<file path="src/rtl/spi_frame_slave.sv">
// Oversampled SPI slave: streams framed trace words from an internal FIFO to the host
// and captures host bytes. All SPI signals are synchronised into the clk domain.
module spi_frame_slave #(
    parameter int WORD_BYTES  = 2,
    parameter int FRAME_WORDS = 8,
    parameter int FIFO_DEPTH  = 16,
    parameter bit CPOL        = 1'b0,
    parameter bit CPHA        = 1'b0,
    parameter int LED_BITS    = 16
) (
    input  logic                    clk,
    input  logic                    rst,
    input  logic                    dClk,
    input  logic                    sel,
    input  logic                    rx,
    output logic                    tx,
    input  logic                    sync,
    input  logic [8*WORD_BYTES-1:0] in_word,
    input  logic                    in_valid,
    output logic                    in_ready,
    output logic [7:0]              rx_byte,
    output logic                    rx_valid,
    output logic                    rx_first,
    output logic                    frame_active,
    output logic                    is_transmitting
);

    localparam int WW = 8 * WORD_BYTES;
    localparam int AW = $clog2(FIFO_DEPTH);
    localparam int LW = AW + 1;

    typedef enum logic [1:0] {IDLE, HEADER, PAYLOAD} state_t;

    state_t              state_q, state_d;
    logic                dclk_s1_q, dclk_s1_d, dclk_s2_q, dclk_s2_d, dclk_prev_q, dclk_prev_d;
    logic                sel_s1_q, sel_s1_d, sel_s2_q, sel_s2_d, sel_prev_q, sel_prev_d;
    logic                rx_s1_q, rx_s1_d, rx_s2_q, rx_s2_d;
    logic [2:0]          bit_cnt_q, bit_cnt_d;
    logic [4:0]          slot_q, slot_d;
    logic [1:0]          bis_q, bis_d;
    logic [4:0]          n_q, n_d;
    logic                loaded_q, loaded_d;
    logic                first_q, first_d;
    logic [7:0]          tx_sh_q, tx_sh_d;
    logic [7:0]          rx_sh_q, rx_sh_d;
    logic [WW-1:0]       word_q, word_d;
    logic [7:0]          rx_byte_q, rx_byte_d;
    logic                rx_valid_q, rx_valid_d;
    logic                rx_first_q, rx_first_d;
    logic                ovf_q, ovf_d;
    logic [LED_BITS-1:0] led_q, led_d;
    logic [LW-1:0]       count_q, count_d;
    logic [AW-1:0]       wr_ptr_q, wr_ptr_d, rd_ptr_q, rd_ptr_d;
    logic [WW-1:0]       fifo_mem_q [FIFO_DEPTH];

    logic          active, rise, fall, samp_edge, shift_edge, sel_fall, full;
    logic          push, pop, ovf_evt, hdr_load, next_load, slot_start;
    logic [4:0]    n_new, slot_idx;
    logic [WW-1:0] cur_word;

    always_comb begin
        active     = !sel_s2_q;
        rise       = dclk_s2_q && !dclk_prev_q;
        fall       = !dclk_s2_q && dclk_prev_q;
        samp_edge  = active && ((CPOL ^ CPHA) ? fall : rise);
        shift_edge = active && ((CPOL ^ CPHA) ? rise : fall);
        sel_fall   = !sel_s2_q && sel_prev_q;
        full       = (count_q == LW'(FIFO_DEPTH));
        n_new      = (int'(count_q) > FRAME_WORDS) ? 5'(FRAME_WORDS) : 5'(count_q);

        dclk_s1_d   = dClk;
        dclk_s2_d   = dclk_s1_q;
        dclk_prev_d = dclk_s2_q;
        sel_s1_d    = sel;
        sel_s2_d    = sel_s1_q;
        sel_prev_d  = sel_s2_q;
        rx_s1_d     = rx;
        rx_s2_d     = rx_s1_q;

        state_d    = state_q;
        bit_cnt_d  = bit_cnt_q;
        slot_d     = slot_q;
        bis_d      = bis_q;
        n_d        = n_q;
        loaded_d   = loaded_q;
        first_d    = first_q;
        tx_sh_d    = tx_sh_q;
        rx_sh_d    = rx_sh_q;
        word_d     = word_q;
        rx_byte_d  = rx_byte_q;
        rx_valid_d = 1'b0;
        rx_first_d = 1'b0;
        ovf_d      = ovf_q;
        led_d      = (led_q != '0) ? led_q - 1'b1 : led_q;
        pop        = 1'b0;
        hdr_load   = 1'b0;
        next_load  = 1'b0;
        slot_start = 1'b0;
        slot_idx   = 5'd0;
        cur_word   = '0;

        if (!active) begin
            state_d   = IDLE;
            bit_cnt_d = 3'd0;
            slot_d    = 5'd0;
            bis_d     = 2'd0;
            loaded_d  = 1'b0;
            first_d   = 1'b1;
            tx_sh_d   = 8'h00;
        end else begin
            if (samp_edge) begin
                rx_sh_d  = {rx_sh_q[6:0], rx_s2_q};
                loaded_d = 1'b0;
                if (bit_cnt_q == 3'd7) begin
                    bit_cnt_d  = 3'd0;
                    rx_byte_d  = {rx_sh_q[6:0], rx_s2_q};
                    rx_valid_d = 1'b1;
                    rx_first_d = first_q;
                    first_d    = 1'b0;
                end else begin
                    bit_cnt_d = bit_cnt_q + 3'd1;
                end
            end
            if (state_q == IDLE) begin
                if (sel_fall) hdr_load = 1'b1;
            end else if (shift_edge) begin
                // At a byte boundary the shift edge either just presents the
                // pre-loaded bit 7 (CPHA=1 header) or loads the next byte.
                loaded_d = 1'b0;
                if (bit_cnt_q != 3'd0) tx_sh_d = {tx_sh_q[6:0], 1'b0};
                else if (!loaded_q)    next_load = 1'b1;
            end

            if (next_load) begin
                if (state_q == HEADER) begin
                    state_d    = PAYLOAD;
                    slot_start = 1'b1;
                    slot_idx   = 5'd0;
                end else if (bis_q == 2'(WORD_BYTES - 1)) begin
                    if (slot_q == 5'(FRAME_WORDS - 1)) begin
                        hdr_load = 1'b1;
                    end else begin
                        slot_start = 1'b1;
                        slot_idx   = slot_q + 5'd1;
                    end
                end else begin
                    bis_d   = bis_q + 2'd1;
                    tx_sh_d = word_q[7:0];
                    word_d  = word_q >> 8;
                end
            end

            if (slot_start) begin
                slot_d = slot_idx;
                bis_d  = 2'd0;
                if (slot_idx < n_q) begin
                    pop      = 1'b1;
                    cur_word = fifo_mem_q[rd_ptr_q];
                end
                tx_sh_d = cur_word[7:0];
                word_d  = cur_word >> 8;
            end

            if (hdr_load) begin
                state_d   = HEADER;
                n_d       = n_new;
                slot_d    = 5'd0;
                bis_d     = 2'd0;
                loaded_d  = 1'b1;
                tx_sh_d   = {n_new != 5'd0, ovf_q, sync, n_new};
                ovf_d     = 1'b0;
                if (n_new != 5'd0) led_d = '1;
            end
        end

        // A full FIFO still accepts a word when a pop frees a slot in the same clk.
        push     = in_valid && (!full || pop);
        ovf_evt  = in_valid && full && !pop;
        if (ovf_evt) ovf_d = 1'b1;
        count_d  = count_q + LW'(push) - LW'(pop);
        wr_ptr_d = push ? wr_ptr_q + 1'b1 : wr_ptr_q;
        rd_ptr_d = pop ? rd_ptr_q + 1'b1 : rd_ptr_q;
    end

    always_ff @(posedge clk) begin
        if (rst) begin
            state_q     <= IDLE;
            dclk_s1_q   <= CPOL;
            dclk_s2_q   <= CPOL;
            dclk_prev_q <= CPOL;
            sel_s1_q    <= 1'b1;
            sel_s2_q    <= 1'b1;
            sel_prev_q  <= 1'b1;
            rx_s1_q     <= 1'b0;
            rx_s2_q     <= 1'b0;
            bit_cnt_q   <= 3'd0;
            slot_q      <= 5'd0;
            bis_q       <= 2'd0;
            n_q         <= 5'd0;
            loaded_q    <= 1'b0;
            first_q     <= 1'b1;
            tx_sh_q     <= 8'h00;
            rx_sh_q     <= 8'h00;
            word_q      <= '0;
            rx_byte_q   <= 8'h00;
            rx_valid_q  <= 1'b0;
            rx_first_q  <= 1'b0;
            ovf_q       <= 1'b0;
            led_q       <= '0;
            count_q     <= '0;
            wr_ptr_q    <= '0;
            rd_ptr_q    <= '0;
        end else begin
            state_q     <= state_d;
            dclk_s1_q   <= dclk_s1_d;
            dclk_s2_q   <= dclk_s2_d;
            dclk_prev_q <= dclk_prev_d;
            sel_s1_q    <= sel_s1_d;
            sel_s2_q    <= sel_s2_d;
            sel_prev_q  <= sel_prev_d;
            rx_s1_q     <= rx_s1_d;
            rx_s2_q     <= rx_s2_d;
            bit_cnt_q   <= bit_cnt_d;
            slot_q      <= slot_d;
            bis_q       <= bis_d;
            n_q         <= n_d;
            loaded_q    <= loaded_d;
            first_q     <= first_d;
            tx_sh_q     <= tx_sh_d;
            rx_sh_q     <= rx_sh_d;
            word_q      <= word_d;
            rx_byte_q   <= rx_byte_d;
            rx_valid_q  <= rx_valid_d;
            rx_first_q  <= rx_first_d;
            ovf_q       <= ovf_d;
            led_q       <= led_d;
            count_q     <= count_d;
            wr_ptr_q    <= wr_ptr_d;
            rd_ptr_q    <= rd_ptr_d;
        end
    end

    always_ff @(posedge clk) begin
        if (push) fifo_mem_q[wr_ptr_q] <= in_word;
    end

    assign tx              = tx_sh_q[7];
    assign in_ready        = !full;
    assign rx_byte         = rx_byte_q;
    assign rx_valid        = rx_valid_q;
    assign rx_first        = rx_first_q;
    assign frame_active    = !sel_s2_q;
    assign is_transmitting = (led_q != '0);

endmodule
</file>
<file path="config.mk">
export PLATFORM = sky130hd
export DESIGN_NAME = spi_frame_slave
export DESIGN_NICKNAME = d
export VERILOG_FILES = /design/src/rtl/spi_frame_slave.sv
export SDC_FILE = /design/constraint.sdc
export NUM_CORES = 1
export LEC_CHECK = 0
export CAP_MARGIN = 15
export CORE_MARGIN = 2
export CORE_UTILIZATION = 61
export CTS_BUF_LIST = sky130_fd_sc_hd__clkbuf_16
export DETAILED_ROUTE_END_ITERATION = 6
export GPL_TIMING_DRIVEN = 0
export PLACE_DENSITY = 0.79
export SLEW_MARGIN = 20
export SYNTH_ARGS = -nofsm -noshare
export SYNTH_HDL_FRONTEND = slang
export SYNTH_SLANG_ARGS = --single-unit
</file>
<file path="constraint.sdc">
create_clock -name clk -period 5.7 [get_ports clk]
set_clock_uncertainty 0.05 [all_clocks]
set_input_delay 0.855 -clock clk [delete_from_list [all_inputs] [get_ports clk]]
set_output_delay 0.855 -clock clk [all_outputs]
set_load 0.005 [all_outputs]
</file>
==> reports/results.ini <==
[power_and_ir_drop]
swShare_pct=24.1
internal-power_mw=4.35
pwr-share-comb_pct=10.9
power_density_nw_per_um2=355
finalPower_mw=5.73
peakVddDrop_v=0.000365
leakage_nw=5.34
p_seq_share_pct=51.0
clock_power_share_pct=38.1
p_switching_mw=1.38

[logic_synthesis]
synth-edff-count=256
synth_nets=968
syn_area_um2=14000
ys.flop_type=edfxtp_1
avgSynthCellArea_um2=15.2
yosysWarnings=0
syn_inst=920
synthArstFlopShare_pct=0
yosysSeqAreaShare_pct=68.4
synth_cell_types=59
ys_ff_latch=350

[timing]
fmax_mhz=196
slew_viol_final=0
worst-slew-pin-transition_ns=1.03
rsz0062_at_grt=no
hold_violations=0
finalSetupViolations=0
period_share_pct=89.4
slew_headroom_pct=31.2
tns_ns=0
post-route-min-period_ns=5.10

[global_route]
grt_max_degree=17
antenna_found_initial=0
grt_use_total_pct=26.5
grt_pass1_vias=8356
grt_pass1_wl_um=47400
grt_overflow=0

[setup_path]
crit_type=register to register
cp.arrival_ns=5.49
end_kind=register
rr_worst_depth=20
startpoint=sel_prev_d
worstReg2RegStart=sel_prev_d
cp-start-kind=register
required_ns=6.09
critPathMaxFanout=10

[clocking]
clk_latency_ns=0.53
post_cts_resized=0
cts_made_buffers=37
cts_tree=built
root_buffer=clkbuf_16
cts.sinks=350
clockBufferDepth=3
htreeDepth=2
cts_setup_buffers=0
clkSlewWorstSetupHoldPaths_ns=0.06
hold_buffers=0

[floorplan]
num_rows=55
pin_count=37
die_w_um=155
chipHeight_um=155
core-area_um2=22600
die-area_um2=24200
start_util_pct=62.0

[final_layout]
syn_to_final_growth_pct=15.3
nets=1072
final_util_pct=71.5
antennaDiodeCount=0
layout-drive-gt1-share_pct=16.6
fin_area_um2=16100

[routing]
via_count=8274
viasPerCell=6.19
drcViolationCount=0
dr.first_iter.drc_count=779
wl_um=31100
final_antenna_net_count=0
wl_per_cell_um=23.3
drtPass1Iterations=6

[hold_path]
hold_start=sel_s1_q
min_path_cells=1
hp-class=register to register

[place]
place_area_um2=15000
portBuffers=36
gp_congestion=0.842
dp_hpwl_um=20200

[job]
maxCapViolCount=0

[run_status]
status=finished, final reports clean

## metrics by stage
| stage | hold slack, ns | instances | setup slack [ns] |
|---|---|---|---|
| after CTS | 0.375 | 1336 | 0.590 |
| after floorplan | 0.339 | 920 | 0.583 |
| final | 0.371 | 1336 | 0.603 |
| after global placement | 0.357 | 1241 | -1.87 |
| after global routing | 0.387 | 1336 | 0.239 |
| after detailed placement | 0.360 | 1270 | 0.653 |
## sequential cells by signal, indices dropped and copies added, names as in the netlist, 4 cells and up, named ones only
| name | flops |
|---|---|
| count_q | 5 |
| fifo_mem_q | 256 |
| rx_sh_q | 7 |
| n_q | 5 |
| rx_byte | 8 |
| wr_ptr_q | 4 |
| word_q | 8 |
| tx_sh_q | 8 |
| slot_q | 5 |
| led_q | 16 |
| rd_ptr_q | 4 |
## critical path, cell delays in order, from the launching register on
cell,delay (ns)
dfxtp_1,0.32
or3b_4,0.41
nor4_1,0.53
nand3_1,0.27
nor2_1,0.17
ha_1,0.26
a21oi_1,0.15
o21ai_0,0.10
or4_4,0.49
a21o_1,0.18
buf_6,0.14
a21boi_1,0.25
inv_1,0.08
ha_1,0.28
inv_1,0.05
ha_1,0.21
fa_1,0.43
a21oi_1,0.15
nor2_1,0.07
or3_1,0.30
a21oi_1,0.14
## power by group through the flow
stage | combinational (mW) | sequential, mW | clock [mW]
after floorplan | 0.431 | 2.96 | 0
after global placement | 0.569 | 2.97 | 0
after detailed placement | 0.614 | 2.97 | 0
after CTS | 0.625 | 2.92 | 2.21
after global routing | 0.697 | 2.93 | 2.30
final | 0.626 | 2.92 | 2.19
## cell families after synthesis
logic type / Yosys count / synth area share, %
fa+ha+maj: 25 / 2.29
mux: 82 / 11.6
xor+xnor: 22 / 1.38
compound gates: 134 / 5.94
flops: 350 / 68.4
simple gates: 232 / 8.23
buf+inv: 75 / 2.15
## layout make-up
cell class,instances,area (um2)
Sequential cell,350,9570
Fill cell,1428,6440
Multi-Input combinational cell,495,4220
Clock buffer,37,926
Timing Repair Buffer,65,596
Tap cell,285,357
Buffer,48,198
Clock inverter,29,170
Inverter,27,103
## per-layer routing
metal | up-vias | part of all wire [%] | global-route usage, %
met5 | - | 0 | 0
met4 | 0 | 3.5 | 10.7
met3 | 72 | 7.1 | 4.57
met2 | 375 | 51 | 46.2
met1 | 4096 | 38 | 33.4
li1 | 3731 | - | -
## worst paths after layout
| check | endpoint | slack, ns |
|---|---|---|
| worst max-delay path | count_q[4] | 0.60 |
| worst min-delay path | sel_prev_d | 0.37 |
| worst min register to register | sel_prev_d | 0.37 |
| worst max register to register | count_q[4] | 0.60 |
## cell usage after synthesis, types with 3 or more instances
| library cell | n | area (um2) |
|---|---|---|
| a211oi_1 | 8 | 60.1 |
| a21o_1 | 3 | 22.5 |
| a21oi_1 | 57 | 285 |
| a22oi_1 | 8 | 60.1 |
| a31oi_1 | 4 | 25.0 |
| and2_1 | 3 | 18.8 |
| and3_1 | 6 | 37.5 |
| buf_1 | 8 | 30.0 |
| buf_2 | 5 | 25.0 |
| clkbuf_1 | 33 | 124 |
| dfxtp_1 | 94 | 1880 |
| edfxtp_1 | 256 | 7690 |
| ha_1 | 24 | 300 |
| inv_1 | 25 | 93.8 |
| mux2i_1 | 15 | 150 |
| mux4_2 | 64 | 1440 |
| nand2_1 | 70 | 263 |
| nand2b_1 | 12 | 75.1 |
| nand3_1 | 15 | 75.1 |
| nand3b_1 | 4 | 30.0 |
| nor2_1 | 58 | 218 |
| nor2b_1 | 16 | 100 |
| nor3_1 | 18 | 90.1 |
| nor4_1 | 3 | 18.8 |
| o211ai_1 | 10 | 75.1 |
| o21ai_0 | 11 | 55.1 |
| o22ai_1 | 22 | 138 |
| or2_2 | 3 | 18.8 |
| or3_1 | 6 | 37.5 |
| or4_1 | 6 | 45.0 |
| xnor2_1 | 13 | 114 |
| xor2_1 | 9 | 78.8 |
## layout by cell type (no fill, tap or decap), drive strengths merged, types with 4 or more instances in the layout
cell and count:
clkdlybuf4s50 36, xnor2 13, nor3 18, clkinv 17
dfxtp 94, a21oi 57, clkbuf 70, buf 44
and3 6, nor4b 4, a31oi 4, a22oi 8
inv 38, xor2 9, o211ai 10, mux4 64
nor2 58, mux2i 15, nor2b 16, nand2 70
or4 7, ha 24, nand3b 4, edfxtp 256
o21ai 12, or3 6, nand2b 12, nand3 15
o22ai 22, a211oi 8
Power figures use the tool's default switching activity.
==> patch (same flow settings) <==
Add an input register stage for `rx`, with the module's reset; this delays it by one clock. The other inputs are not delayed to match.
--- a/src/rtl/spi_frame_slave.sv
+++ b/src/rtl/spi_frame_slave.sv
@@ -31,6 +31,16 @@
 
     typedef enum logic [1:0] {IDLE, HEADER, PAYLOAD} state_t;
 
+    logic rx_q;
+
+    always_ff @(posedge clk) begin
+        if (rst) begin
+            rx_q <= '0;
+        end else begin
+            rx_q <= rx;
+        end
+    end
+
     state_t              state_q, state_d;
     logic                dclk_s1_q, dclk_s1_d, dclk_s2_q, dclk_s2_d, dclk_prev_q, dclk_prev_d;
     logic                sel_s1_q, sel_s1_d, sel_s2_q, sel_s2_d, sel_prev_q, sel_prev_d;
@@ -74,7 +84,7 @@
         sel_s1_d    = sel;
         sel_s2_d    = sel_s1_q;
         sel_prev_d  = sel_s2_q;
-        rx_s1_d     = rx;
+        rx_s1_d     = rx_q;
         rx_s2_d     = rx_s1_q;
 
         state_d    = state_q;
Check against the original RTL: no difference found for any inputs over 4 cycles, from zero or initial values and one cycle with rst high; that may be too few to reach the edited logic, so the function may still have changed.
==> patch against the original RTL <==
Area after synthesis increased by 1.9%; cell area increased by 2.2%; worst setup slack improved by 400 ps; count of clock-buffer cells in the layout increased by 2; wire length increased by 4.9%; via count increased by 4.4%; power increased by 3.8%; sequential cell count increased by 1; sequential share of layout area decreased by 1.1 points; critical path type unchanged; largest power group unchanged.
==> patch: results (changes against the original RTL) <==
outcome complete, no violations; synth warn 0 (unchanged); worst hold path type reg -> reg; Synth cell types 70 (+19%); register area share after synthesis 0.673 (-0.0113); global-route wire length before repair 50.0 mm (+5.3%); GP Congestion 0.871 (+3.5%); Cells after Synth 931 (+1.2%); largest cells by area after synthesis edfxtp_1, dfxtp_1, mux4_2, ha_1, a21oi_1; buffer levels on the longest clock path 3 (unchanged); number of max-slew violations in the final report 0 (unchanged); largest registers fifo_mem_q: 256 flops, led_q: 16 flops; Post-synth EDFFs 256 (unchanged); syn_nets 979 (+1.1%); PostCTS Resize Cnt 0 (unchanged); R2R Setup Slk 1010 ps (+400 ps); share of cells above drive strength 1 0.195 (+0.0299); post-placement cell count 1311 (+3.2%); Pleak 5.38 nW (+0.79%); CTS clk-pin slew, worst paths 60 ps (about the same); WL per Instance 23.7 um (+1.7%); placed instance area 15300 um2 (+1.9%); CP startpoint bit_cnt_q[0]; iteration-0 DRC count of the detailed router 909 (+17%); detailed placement HPWL 21.6 mm (+6.9%); reg2reg path depth 19 (-5.0%); Fin. Hold Viols 0 (unchanged); Port Buf Inserts 35 (-2.8%); Max Freq 213 MHz (+8.6%); gr usage total 0.274 (+0.00884); Worst-Skew Late Latency 520 ps; Final #Nets 1085 (+1.2%); root buffer cell clkbuf_16; Pre-antenna DRT Iters 5 (-1); Via Count 8642 (+4.4%); Ant. Diodes 0 (unchanged); htree depth 2 (unchanged); largest net degree at the start of global routing 17 (unchanged); reg-to-reg endpoint count_q[4]; post-CTS setup buffer count 0 (unchanged); Num CTS Buffers 37 (unchanged); net switching fraction of the power 0.245 (+0.00325); Place WS 1100 ps (+451 ps); Slew @ Worst Pin 910 ps (-123 ps); Worst EP arrival 5030 ps (-460 ps); Synth top cells by count edfxtp_1, dfxtp_1, mux4_2; endpoint class of the critical path flop; antenna violations before repair 0 (unchanged); maximum vdd drop 0.273 mV (-25%); DR vias/cell 6.28 (+1.3%); Crit Path Max Fanout 6 (-4); ys async rst share 0 (unchanged)
==> patch: cell types whose count changed in the layout (fill, tap and decap cells not counted), moves of 8 or more <==
cell / delta
buf_4: +12
nand2_1: -8
nand4_1: +9
nor3b_2: +18
nor3_2: -9
==> patch: layout make-up <==
cell class / instances / area (um2)
clock inverter: 27 / 183
timing repair buffer: 67 / 602
fill: 1399 / 6290
inverter: 28 / 105
tap: 313 / 392
multi-input combinational: 507 / 4440
buffer: 45 / 196
clock buffer: 39 / 976
sequential: 351 / 9590
==> patch: worst min-delay path by stage <==
| stage | start | endpoint | slack (ps) | cells past startpoint |
|---|---|---|---|---|
| 3_3_place_gp | sel_s1_q | sel_prev_d | 350 | 1 |
| 4_1_cts | sel_s1_q | sel_prev_d | 370 | 1 |
| 6_report | sel_s1_q | sel_prev_d | 360 | 1 |
| 3_5_place_dp | sel_s1_q | sel_prev_d | 350 | 1 |
| 2_1_floorplan | sel_s1_q | sel_prev_d | 340 | 1 |
| 5_1_grt | sel_s1_q | sel_prev_d | 370 | 1 |
==> patch: kinds of logic (layout without fill, tap and decap cells) <==
group                    after synthesis  in the layout  share of synthesized area
buffers and inverters                 73            206                     0.0212
multiplexers                          86             86                      0.117
AND/OR/NAND/NOR                      235            235                     0.0889
XOR/XNOR                              18             18                     0.0111
adder cells (fa/ha/maj)               25             25                     0.0225
AO/OA/AOI/OAI                        143            143                     0.0663
flip-flops                           351            351                      0.673
==> patch: power groups by stage <==
stage	registers (mW)	clock network, mW	logic, mW
after global placement	2.99	0	0.657
final	2.95	2.28	0.723
after floorplan	2.97	0	0.502
after detailed placement	2.99	0	0.701
after global routing	2.96	2.39	0.802
after CTS	2.94	2.30	0.716
==> patch: routing by layer <==
metal	part of all wire	vias up	global-route usage
li1	-	3833	-
met4	0.042	0	0.109
met5	0	-	0
met3	0.073	89	0.0390
met1	0.38	4321	0.364
met2	0.50	399	0.462
==> patch: critical path, cell delays in order (launching register included) <==
cell and delay, ps:
dfxtp_1 330, inv_1 60, ha_1 160, nor3b_2 370
nand4_1 310, nor3_1 350, ha_1 190, nand2_1 50
o21ai_0 720, nand3b_1 320, nor2_1 140, ha_1 310
inv_1 40, ha_1 200, fa_1 450, a21oi_1 150
nor2_1 60, nor2_1 110, xnor2_1 130, nor2_1 60
